**config.mk**
```make
export PLATFORM = sky130hd
export DESIGN_NAME = prescaled_counter
export DESIGN_NICKNAME = d
export VERILOG_FILES = /design/src/rtl/prescaled_counter.sv
export SDC_FILE = /design/constraint.sdc
export NUM_CORES = 1
export LEC_CHECK = 0
export BUFFER_PORTS_ARGS = -buffer_cell sky130_fd_sc_hd__buf_2
export CAP_MARGIN = 20
export CELL_PAD_IN_SITES_DETAIL_PLACEMENT = 1
export CELL_PAD_IN_SITES_GLOBAL_PLACEMENT = 1
export CORE_MARGIN = 2
export CORE_UTILIZATION = 40
export DETAILED_ROUTE_END_ITERATION = 6
export GPL_ROUTABILITY_DRIVEN = 0
export PLACE_DENSITY = 0.74
export REMOVE_ABC_BUFFERS = 1
export SLEW_MARGIN = 20
export SYNTH_ARGS = -nofsm -noshare
export SYNTH_HDL_FRONTEND = slang
export SYNTH_SLANG_ARGS = --single-unit
export TNS_END_PERCENT = 10
```
**constraint.sdc**
```tcl
create_clock -name CLK -period 2.4 [get_ports CLK]
set_clock_uncertainty 0.15 [all_clocks]
set_input_delay 0.48 -clock CLK [delete_from_list [all_inputs] [get_ports CLK]]
set_output_delay 0.48 -clock CLK [all_outputs]
set_load 0.01 [all_outputs]
```
**src/rtl/prescaled_counter.sv**
```systemverilog
// ---------------------------------------------------------------------------
// prescaled_counter
//
// Purpose:
//   Counter whose count advances once every 2^N clock cycles. An N-bit
//   free-running prescaler produces an internal "step" when it reaches its
//   all-ones value. On each step the WIDTH-bit count Q moves according to
//   MODE:
//     00 up-wrap    : 0..LIMIT, wraps to 0 and pulses TC
//     01 down-wrap  : LIMIT..0, wraps to LIMIT and pulses TC
//     10 ping-pong  : bounces between 0 and LIMIT, pulsing TC at each turn
//     11 hold       : Q frozen, prescaler and TICK keep running
//   A synchronous LOAD overrides stepping and restarts the prescaler period.
//
// Ports:
//   CLK    in   1      system clock, all state updates on the rising edge
//   RST    in   1      synchronous active-high reset (highest priority)
//   EN     in   1      count enable; low freezes prescaler, Q and direction
//   MODE   in   2      counting mode, see above
//   LIMIT  in   WIDTH  terminal value, sampled only on step edges
//   LOAD   in   1      synchronous load strobe (priority over stepping)
//   DIN    in   WIDTH  value loaded into Q when LOAD is high
//   Q      out  WIDTH  registered count value
//   TICK   out  1      registered one-cycle strobe following each step
//   TC     out  1      registered one-cycle terminal-count pulse, high in the
//                      same cycle as the Q value it refers to
// ---------------------------------------------------------------------------
module prescaled_counter #(
    parameter int N     = 18,
    parameter int WIDTH = 8
) (
    input  logic             CLK,
    input  logic             RST,
    input  logic             EN,
    input  logic [1:0]       MODE,
    input  logic [WIDTH-1:0] LIMIT,
    input  logic             LOAD,
    input  logic [WIDTH-1:0] DIN,
    output logic [WIDTH-1:0] Q,
    output logic             TICK,
    output logic             TC
);

    // Parameter legality is enforced at elaboration time.
    if (N < 1 || N > 24) begin : g_bad_n
        $error("prescaled_counter: N must be in 1..24");
    end
    if (WIDTH < 1 || WIDTH > 32) begin : g_bad_width
        $error("prescaled_counter: WIDTH must be in 1..32");
    end

    typedef enum logic [1:0] {
        MODE_UP       = 2'b00,
        MODE_DOWN     = 2'b01,
        MODE_PINGPONG = 2'b10,
        MODE_HOLD     = 2'b11
    } mode_t;

    typedef enum logic {
        DIR_UP   = 1'b0,
        DIR_DOWN = 1'b1
    } dir_t;

    // Outcome of one step: new count, terminal-count flag, new direction.
    typedef struct packed {
        logic [WIDTH-1:0] q;
        logic             tc;
        dir_t             dir;
    } step_t;

    localparam logic [WIDTH-1:0] CNT_ZERO = '0;
    localparam logic [WIDTH-1:0] CNT_ONE  = WIDTH'(1);
    localparam logic [N-1:0]     PRE_ONE  = N'(1);

    // LIMIT-1, clamped at 0 so a zero limit cannot underflow.
    function automatic logic [WIDTH-1:0] dec_sat0(input logic [WIDTH-1:0] v);
        return (v == CNT_ZERO) ? CNT_ZERO : (v - CNT_ONE);
    endfunction

    // The value 1, clamped to LIMIT so a zero limit keeps Q at 0.
    function automatic logic [WIDTH-1:0] one_sat(input logic [WIDTH-1:0] lim);
        return (lim == CNT_ZERO) ? CNT_ZERO : CNT_ONE;
    endfunction

    // Next count/TC/direction for a step edge, given the sampled LIMIT.
    function automatic step_t next_on_step(input mode_t            mode,
                                           input dir_t             dir,
                                           input logic [WIDTH-1:0] q,
                                           input logic [WIDTH-1:0] lim);
        step_t r;
        r.q   = q;
        r.tc  = 1'b0;
        r.dir = dir;
        if (mode != MODE_HOLD && lim == CNT_ZERO) begin
            // A zero-length range pins Q at 0 and every step is terminal,
            // even when a load left Q above the limit. Ping-pong still
            // turns around so the direction bit keeps its bounce rhythm.
            r.q  = CNT_ZERO;
            r.tc = 1'b1;
            if (mode == MODE_PINGPONG) begin
                r.dir = (dir == DIR_UP) ? DIR_DOWN : DIR_UP;
            end
        end else begin
            unique case (mode)
                MODE_UP: begin
                    if (q >= lim) begin
                        r.q  = CNT_ZERO;
                        r.tc = 1'b1;
                    end else begin
                        r.q = q + CNT_ONE;
                    end
                end
                MODE_DOWN: begin
                    if (q == CNT_ZERO) begin
                        r.q  = lim;
                        r.tc = 1'b1;
                    end else if (q > lim) begin
                        // Out-of-range value after a load snaps to the top
                        // without counting as a wrap.
                        r.q = lim;
                    end else begin
                        r.q = q - CNT_ONE;
                    end
                end
                MODE_PINGPONG: begin
                    if (dir == DIR_UP) begin
                        if (q >= lim) begin
                            r.q   = dec_sat0(lim);
                            r.dir = DIR_DOWN;
                            r.tc  = 1'b1;
                        end else begin
                            r.q = q + CNT_ONE;
                        end
                    end else begin
                        if (q == CNT_ZERO) begin
                            r.q   = one_sat(lim);
                            r.dir = DIR_UP;
                            r.tc  = 1'b1;
                        end else begin
                            r.q = q - CNT_ONE;
                        end
                    end
                end
                MODE_HOLD: begin
                    r.q = q;
                end
            endcase
        end
        return r;
    endfunction

    logic [N-1:0]     pre_p1;
    logic [WIDTH-1:0] cnt_p1;
    dir_t             dir_p1;
    logic             vld_p1;
    logic             tc_p1;

    logic [N-1:0]     pre_d;
    logic [WIDTH-1:0] cnt_d;
    dir_t             dir_d;
    logic             tc_d;
    logic             vld_p0;
    step_t            res_p0;

    // ---- stage p0: step decode and next-state selection ----
    always_comb begin
        pre_d  = pre_p1;
        cnt_d  = cnt_p1;
        dir_d  = dir_p1;
        tc_d   = 1'b0;
        vld_p0 = EN && !LOAD && (&pre_p1);
        res_p0 = next_on_step(mode_t'(MODE), dir_p1, cnt_p1, LIMIT);

        if (LOAD) begin
            // Load wins over a coincident step and restarts the period.
            cnt_d = DIN;
            pre_d = '0;
            if (mode_t'(MODE) == MODE_PINGPONG) begin
                dir_d = DIR_UP;
            end
        end else if (EN) begin
            pre_d = pre_p1 + PRE_ONE;
            if (vld_p0) begin
                cnt_d = res_p0.q;
                tc_d  = res_p0.tc;
                dir_d = res_p0.dir;
            end
        end
    end

    // ---- stage p1: registered state and outputs ----
    always_ff @(posedge CLK) begin
        if (RST) begin
            pre_p1 <= '0;
            cnt_p1 <= '0;
            dir_p1 <= DIR_UP;
            vld_p1 <= 1'b0;
            tc_p1  <= 1'b0;
        end else begin
            pre_p1 <= pre_d;
            cnt_p1 <= cnt_d;
            dir_p1 <= dir_d;
            vld_p1 <= vld_p0;
            tc_p1  <= tc_d;
        end
    end

    assign Q    = cnt_p1;
    assign TICK = vld_p1;
    assign TC   = tc_p1;

endmodule

```
## After elaboration in Yosys (flattened, before gate mapping)

Cells that the tools add are included.

| word-level totals | value |
|---|---|
| register bits | 29 |
| input bits | 22 |
| output and inout port bits | 10 |
| logic and storage cells | 57 |

| cells by class | value |
|---|---|
| add/sub/neg operators | 4 |
| $lt $le $gt $ge | 2 |
| equality and inequality tests | 5 |
| multiplexer cells | 25 |
| bitwise gates (word level) | 2 |
| reductions and logical operators | 14 |

Operator list:

| operator | count |
|---|---|
| $mux 8 | 9 |
| $pmux 8 s3 | 1 |
| $mux 10 | 2 |
| $add 18x1->18 const B | 1 |
| $reduce_and 18->1 | 1 |
| $logic_not 8->1 | 2 |
| $sub 8x1->8 const B | 2 |
| $mux 1 | 10 |
| $add 8x1->8 const B | 1 |
| $ge 8x8->1 | 1 |
| $gt 8x8->1 | 1 |
| $reduce_and 3->1 | 2 |
| $eq 2x2->1 const B | 2 |
| $mux 2 | 2 |
| $reduce_bool 2->1 | 2 |
| $reduce_or 4->1 | 1 |
| $logic_and 1x1->1 | 3 |
| $ne 3x3->1 const B | 1 |
| $pmux 1 s3 | 1 |
| $eq 2x1->1 const B | 1 |
| $logic_not 2->1 | 1 |
| $ne 2x2->1 const B | 1 |
| $not 1->1 | 2 |
| $reduce_or 2->1 | 1 |
| $logic_not 1->1 | 1 |

## Logic depth before layout (Yosys ltp)

Gate-level depths: netlist of the first run.

| depth | value |
|---|---|
| depth in word-level cells | 9 |
| depth in mapped cells | 11 |
| gate-level depth less buffers | 9 |

## Least setup slack after synthesis of the first run

No wires, ideal clock.

| timing | value |
|---|---|
| path kind | flip-flop to flip-flop |
| from | reg cnt_p1[0] (netlist: Q[0]) |
| to | reg cnt_p1[0] (netlist: Q[0]) |
| setup time | 131 ps |
| arrival time | 2238 ps |
| setup slack | -119 ps |
| stages on the path, launching flop included | 11 |
| period minus slack after synthesis | 2519 ps |
| cell sequence | dfxtp_1 -> clkbuf_1 -> inv_1 -> ha_1 -> nand4_1 -> nor2_1 -> nor2_1 -> nor3_4 -> mux2i_1 -> a2111oi_2 -> nor3_1 |

| between the ends | value |
|---|---|
| word-level cells in the longest chain between the ends | 8 |
| elaborated cells between the ends (all ways) | 16 |
| classes of those cells | add/sub: 2; order compare: 2; mux: 11; reduce/logical: 1 |

RTL lines:

| element | line | source |
|---|---|---|
| from (decl) | 153 | `logic [WIDTH-1:0] cnt_p1;` |
| from (signal assigned) | 201 | `cnt_p1 <= cnt_d;` |
| $add 8x1->8 (tied with other cells) | 110, 132 |  |
| $mux 8, on equally long branches | 127, 117, 135 |  |
| $mux 10 / $mux 8 (equally long branches) | 126, 114 |  |
| $pmux 8 s3 * | 104 | `unique case (mode)` |
| $mux 10 * | 94 | `if (mode != MODE_HOLD && lim == CNT_ZERO) begin` |
| $mux 8 * | 183 | `if (vld_p0) begin` |
| $mux 8 * | 181 | `end else if (EN) begin` |
| $mux 8 * | 174 | `if (LOAD) begin` |

Mark *: on every way between the ends. The rest lies on a longest branch, timed or not. The select of a mux whose other input is x is not followed.
A chain may end at the register's enable or synchronous reset.

## Worst setup path in the final report of the first run

| timing | value |
|---|---|
| from | reg cnt_p1[7] (netlist: Q[7]) |
| to | reg cnt_p1[0] (netlist: Q[0]) |

| between the ends | value |
|---|---|
| word-level cells in the longest chain between the ends | 8 |
| elaborated cells between the ends (all ways) | 14 |
| classes of those cells | order compare: 2; mux: 11; reduce/logical: 1 |

RTL lines:

| element | line |
|---|---|
| $ge 8x8->1 (tied with other cells) | 106, 127 |
| $mux 8, on equally long branches | 127, 117, 135 |
| $mux 10 / $mux 8 (equally long branches) | 126, 114 |
| $pmux 8 s3 * | 104 |
| $mux 10 * | 94 |
| $mux 8 * | 183 |
| $mux 8 * | 181 |
| $mux 8 * | 174 |

Marks and branches as above.

==> results of run 1 <==
[layer usage]
metal | track usage (%) | vias to the layer above
li1 | - | 1326
met1 | 30.2 | 1338
met2 | 45.2 | 56
met3 | 2.95 | 16
met4 | 6.89 | 0
met5 | 0 | -
[registers in the layout (all words and copies together) (netlist names)]
register	cells
TC	1
Q	8
pre_p1	18
TICK	1
dir_p1	1
[what timing repair did]
action / in CTS / in global routing
setup buffers: 4 / 2
resized for setup: 7 / 23
pin swaps: 4 / 9
hold buffers: 0 / 0
setup endpoints to repair: 7 / 10
gates cloned: 0 / 0
[cell usage in the layout (no fill, tap or decap), types with 7 or more instances in the layout]
master	n
a21oi_1	13
and3_1	7
buf_2	31
buf_4	59
dfxtp_1	27
ha_1	17
inv_1	13
mux2i_1	8
nand2_1	24
nand3_1	15
nand4_1	8
nor2_1	28
nor3_1	11
o21ai_0	7
o21ai_1	7
xnor2_1	8
xor2_1	21
[cell type report]
cell class,count,area (µm²),share of cell area [%]
clock buffers,6,82.6,2.38
clock inverters,2,37.5,1.08
inverters,15,56.3,1.62
multi-input cells,258,1970,56.7
flip-flops and latches,29,586,16.9
well taps,77,96.3,2.78
repair buffers,94,643,18.5
[tightest hold or removal path, delay by kind of cell]
family | cells | cell delay, ps
AO/OA/AOI/OAI | 4 | 220
buffers and inverters | 1 | 80
[metrics by stage]
step	TNS, ps	power, W	cells	hold WS, ps	setup slack [ps]
floorplan	-172	0.000733	302	320	-123
global placement	-2080	0.000905	467	329	-311
detailed placement	-2920	0.000920	467	362	-445
CTS	0	0.00149	479	369	13.4
global route	-923	0.00160	481	374	-152
finish	-78.2	0.00153	481	368	-50.1
[how the worst min path moves through the flow]
stage / endpoint / slack [ps] / cells past startpoint
after global routing: Q[7] / 370 / 5
after floorplan: pre_p1[9] / 320 / 2
after global placement: pre_p1[9] / 330 / 2
after CTS: Q[7] / 370 / 5
after detailed placement: pre_p1[9] / 360 / 2
final: Q[6] / 370 / 5
[power breakdown]
group,internal (W),switching (W)
sequential,0.000490,0.00000794
combinational,0.000223,0.000256
clock,0.000337,0.000212
total,0.00105,0.000476
[kinds of logic (layout without fill, tap and decap cells)]
kind of cell | Yosys count | after routing | synth area share (%)
adder cells (fa/ha/maj) | 19 | 19 | 9.23
flip-flops | 29 | 29 | 22.5
XOR/XNOR | 29 | 29 | 9.86
buffers and inverters | 31 | 117 | 5.25
AO/OA/AOI/OAI | 67 | 67 | 18.0
AND/OR/NAND/NOR | 130 | 130 | 29.8
multiplexers | 13 | 13 | 5.30
==> results.yml, run 1 <==
timing:
  finalHoldViolCount: 0
  rsz0062_at_grt: "true"
  fin_crit_sh_pct: 102
  final_max_slew_viol_count: 0
  setup_ws_ps: -50.1
  fmax_ghz: 0.408
  worst_pin_slew_ps: 496
  setup_viol_count_final: 3
  slew_headroom_pct: 66.7
  layout_min_cycle_time_ps: 2450
critical_path:
  startpoint: "Q[7]"
  cpPeakStageDelay_ps: 360
  path_cells: "ha_1 -> nand4_1 -> buf_4 -> a211oi_2 -> buf_4 -> nor3_4 -> buf_6 -> mux2i_1 -> a2111oi_2 -> nor3_1"
  rr_endpoint: "Q[0]"
  path_depth: 10
  endpoint: "Q[0]"
  crit_fanout: 4
  rr_startpoint: "Q[7]"
  reg2reg_slack_ps: -50
  crit_type: "flip-flop to flip-flop"
  startpoint_type: "flip-flop"
  cp.arrival_ps: 2480
  r2r_cells: 10
  critPathSlowestCell: "a2111oi_2"
  path_buf_inv: 3
  cp_common_cell: "buf_4"
  cp.required_ps: 2430
  endpoint_kind: "flip-flop"
  cp_top_family: "compound AO/OA/AOI/OAI gates"
detailed_routing:
  num_vias: 2736
  top_layer_used: "met4"
  dr.pass1.iters: 4
  drtIter0Drc: 123
  antenna_left: 0
  met3_length_um: 339
  wl_met1_mm: 3.80
  dr_wl_met2_mm: 4.59
  via_per_inst: 5.69
  drc: 0
  finalWirelength_mm: 8.88
  drt-wirelength-per-cell_um: 18.5
power:
  ir_drop_uv: 306
  p_leak_nw: 1.53
  power_density_nw_per_um2: 440
placed_design:
  portBuffers: 31
  place_area_um2: 3180
  dp_hpwl_mm: 6.61
die:
  die-width_um: 84.2
  core_um2: 6280
  boundaryPins: 32
  die_area_um2: 7100
  rows: 29
  die_h_um: 84.2
  start_util_pct: 41.0
finish:
  final_util_pct: 55.3
  drive_above_1_share_pct: 35.6
  fin_area_um2: 3470
  fillers: 777
  nets: 444
  num_antenna_cells: 0
  syn2layout_area_growth_pct: 34.7
synth:
  synth_ff_type: "dfxtp_1"
  synthArstFlopShare_pct: 0
  ys_seq_elements: 29
  synthDistinctLibCells: 58
  yosys_warnings: 0
  syn_area_um2: 2570
  synth_top_cells_by_count: "dfxtp_1, nor2_1, nand2_1"
  synth-edff-count: 0
  avgSynthCellArea_um2: 8.10
  yosysTopAreaCell: "dfxtp_1"
  ys_seq_area_share_pct: 22.5
  ys_top_cells_by_area: "dfxtp_1, ha_1, xor2_1"
  syn_inst: 318
  synth_top_area_share_pct: 22.5
hold_path:
  hold_path_startpoint: "DIN[6]"
  hp-class: "input pin to flip-flop"
global_routing:
  groute.usage.overall_pct: 24.7
  overflow: 0
  grt_pass1_wl_mm: 14.1
  antenna_found_initial: 0
  grt_pass1_vias: 2975
  grt_max_degree: 21
clock_tree:
  cts.sinks: 29
  clkTransAtPathRegs_ps: 70
  insertion_delay_ps: 290
  h-tree-depth: 2
  cts_tree: "done"
  cts_made_buffers: 5
  cts_buffer_depth: 2
  cts-root-buf: "clkbuf_8"
job:
  drv_cap: 0
run_status:
  status: "complete, but fails checks"
  violations: "negative setup slack"
Power figures use the tool's default switching activity.
==> run 2: changes to the inputs <==
==> constraint.sdc (replaced) <==
create_clock -name CLK -period 2.4 [get_ports CLK]
set_clock_uncertainty 0.15 [all_clocks]
set_input_delay 0.24 -clock CLK [delete_from_list [all_inputs] [get_ports CLK]]
set_output_delay 0.24 -clock CLK [all_outputs]
set_load 0.01 [all_outputs]
==> run 2 against run 1 <==
The flow now finishes without violations. Hold slack lost 240 ps. Sequential share of layout area grew 0.33 points. First-iteration DRC count grew 7.3%. Register-to-register slack gained 60 ps. Utilization shrank 0.96 points. Critical path depth is the same. Final cell count shrank 3.3%. Count of clock-buffer cells in the layout is the same. Via count shrank 0.73%. Non-clock buffer count shrank 16.
==> results.yml, run 2 (synthesis gave the netlist of run 1 again) <==
clock_tree:
  cts_made_buffers: 5
  cts.sinks: 29
  insertion_delay_ps: 290
  cts_tree: "done"
  cts-root-buf: "clkbuf_8"
  cts_buffer_depth: 2
  clkTransAtPathRegs_ps: 80
  h-tree-depth: 2
detailed_routing:
  num_vias: 2716
  drt-wirelength-per-cell_um: 18.6
  via_per_inst: 5.84
  drc: 0
  drtIter0Drc: 132
  finalWirelength_mm: 8.67
  dr.pass1.iters: 5
  antenna_left: 0
power:
  total_power_w: 0.00151
  power_density_nw_per_um2: 444
  ir_drop_uv: 314
  p_leak_nw: 1.45
hold_path:
  hp-class: "input pin to flip-flop"
timing:
  fin_crit_sh_pct: 99.8
  setup_ws_ps: 5.84
  finalHoldViolCount: 0
  final_max_slew_viol_count: 0
  setup_viol_count_final: 0
  rsz0062_at_grt: "true"
  tns_ps: 0
  fmax_ghz: 0.418
  worst_pin_slew_ps: 642
  layout_min_cycle_time_ps: 2390
  hold_slack_ps: 128
  slew_headroom_pct: 56.1
finish:
  largest_register_ffs: 18
  drive_above_1_share_pct: 34.8
  final_util_pct: 54.3
  nets: 428
  regMostFlops: "pre_p1"
  layout_commonest_cell: "buf_4"
  final_cell_mix: "buf_4, buf_2, nor2_1"
  num_antenna_cells: 0
  syn2layout_area_growth_pct: 32.4
  fillers: 761
die:
  boundaryPins: 32
  start_util_pct: 41.0
  rows: 29
  die-width_um: 84.2
  core_um2: 6280
  die_h_um: 84.2
  die_area_um2: 7100
critical_path:
  cp.required_ps: 2420
  cp.arrival_ps: 2410
  crit_fanout: 5
  endpoint_kind: "flip-flop"
  startpoint_type: "flip-flop"
  crit_type: "flip-flop to flip-flop"
global_routing:
  antenna_found_initial: 0
  grt_pass1_vias: 2867
  grtUsageMet1_pct: 31.1
  use_met2_pct: 41.7
  grt_max_degree: 20
  met3_usage_pct: 2.16
  overflow: 0
  groute.usage.overall_pct: 23.8
  grt_pass1_wl_mm: 13.8
  busiest_layer: "met2"
placed_design:
  portBuffers: 31
  dp_slack_ps: -161
  dp_hpwl_mm: 6.40
run_status:
  status: "complete, no violations"
job:
  drv_cap: 0
==> run 2: cell count changes in the layout (fill, tap and decap cells not counted), moves of 3 or more <==
cell	before	now
dfxtp_2	1	5
dfxtp_1	27	24
ha_1	17	14
ha_4	2	5
buf_4	59	41
==> run 2: power by group <==
group          total [W]  internal (W)  switching [W]
logic           0.000465      0.000211       0.000254
registers       0.000500      0.000491     0.00000880
clock network   0.000549      0.000338       0.000211
total            0.00151       0.00104       0.000474
==> run 2: path summary, 6_finish.rpt <==
| check | depth (start not counted) | end | startpoint | slack, ps |
|---|---|---|---|---|
| worst max-delay path | 10 | Q[6] | Q[1] | 6 |
| worst min-delay path | 5 | Q[7] | DIN[7] | 130 |
| worst max register to register | 10 | Q[6] | Q[1] | 6 |
| worst min register to register | 2 | pre_p1[7] | pre_p1[7] | 380 |
==> run 2: worst max-delay path, cell delays in order (launching register included) <==
cell and delay (ps):
dfxtp_2 370, ha_4 210, nor2b_4 120, o211ai_1 260, a211oi_2 110, buf_4 150
nor3_4 180, buf_6 160, mux2_2 340, a21oi_2 130, o21ai_1 80
==> run 2: final cells by class <==
class | instances | area, µm² | area share [%]
multi-input combinational | 258 | 2010 | 59.0
sequential | 29 | 587 | 17.2
timing repair buffer | 78 | 539 | 15.8
tap | 77 | 96.3 | 2.83
clock buffer | 6 | 82.6 | 2.42
inverter | 15 | 56.3 | 1.65
clock inverter | 2 | 37.5 | 1.10
==> run 2: per-layer routing <==
metal | wire length, µm | up-vias
met5 | 0 | -
met4 | 176 | 0
met3 | 423 | 17
met2 | 4360 | 95
met1 | 3710 | 1312
li1 | - | 1292
==> run 2: what timing repair did <==
action | 4_1_cts | 5_1_grt
gates resized for setup | 5 | 29
setup endpoints to repair | 6 | 8
pin swaps | 2 | 11
hold buffers | 0 | 0
buffers inserted | 3 | 1
==> run 2: per-stage QoR <==
stage | instance area (µm²) | cells
finish | 3410 | 465
global route | 3410 | 465
CTS | 3240 | 464
detailed placement | 3070 | 453
global placement | 3070 | 453
floorplan | 2500 | 302
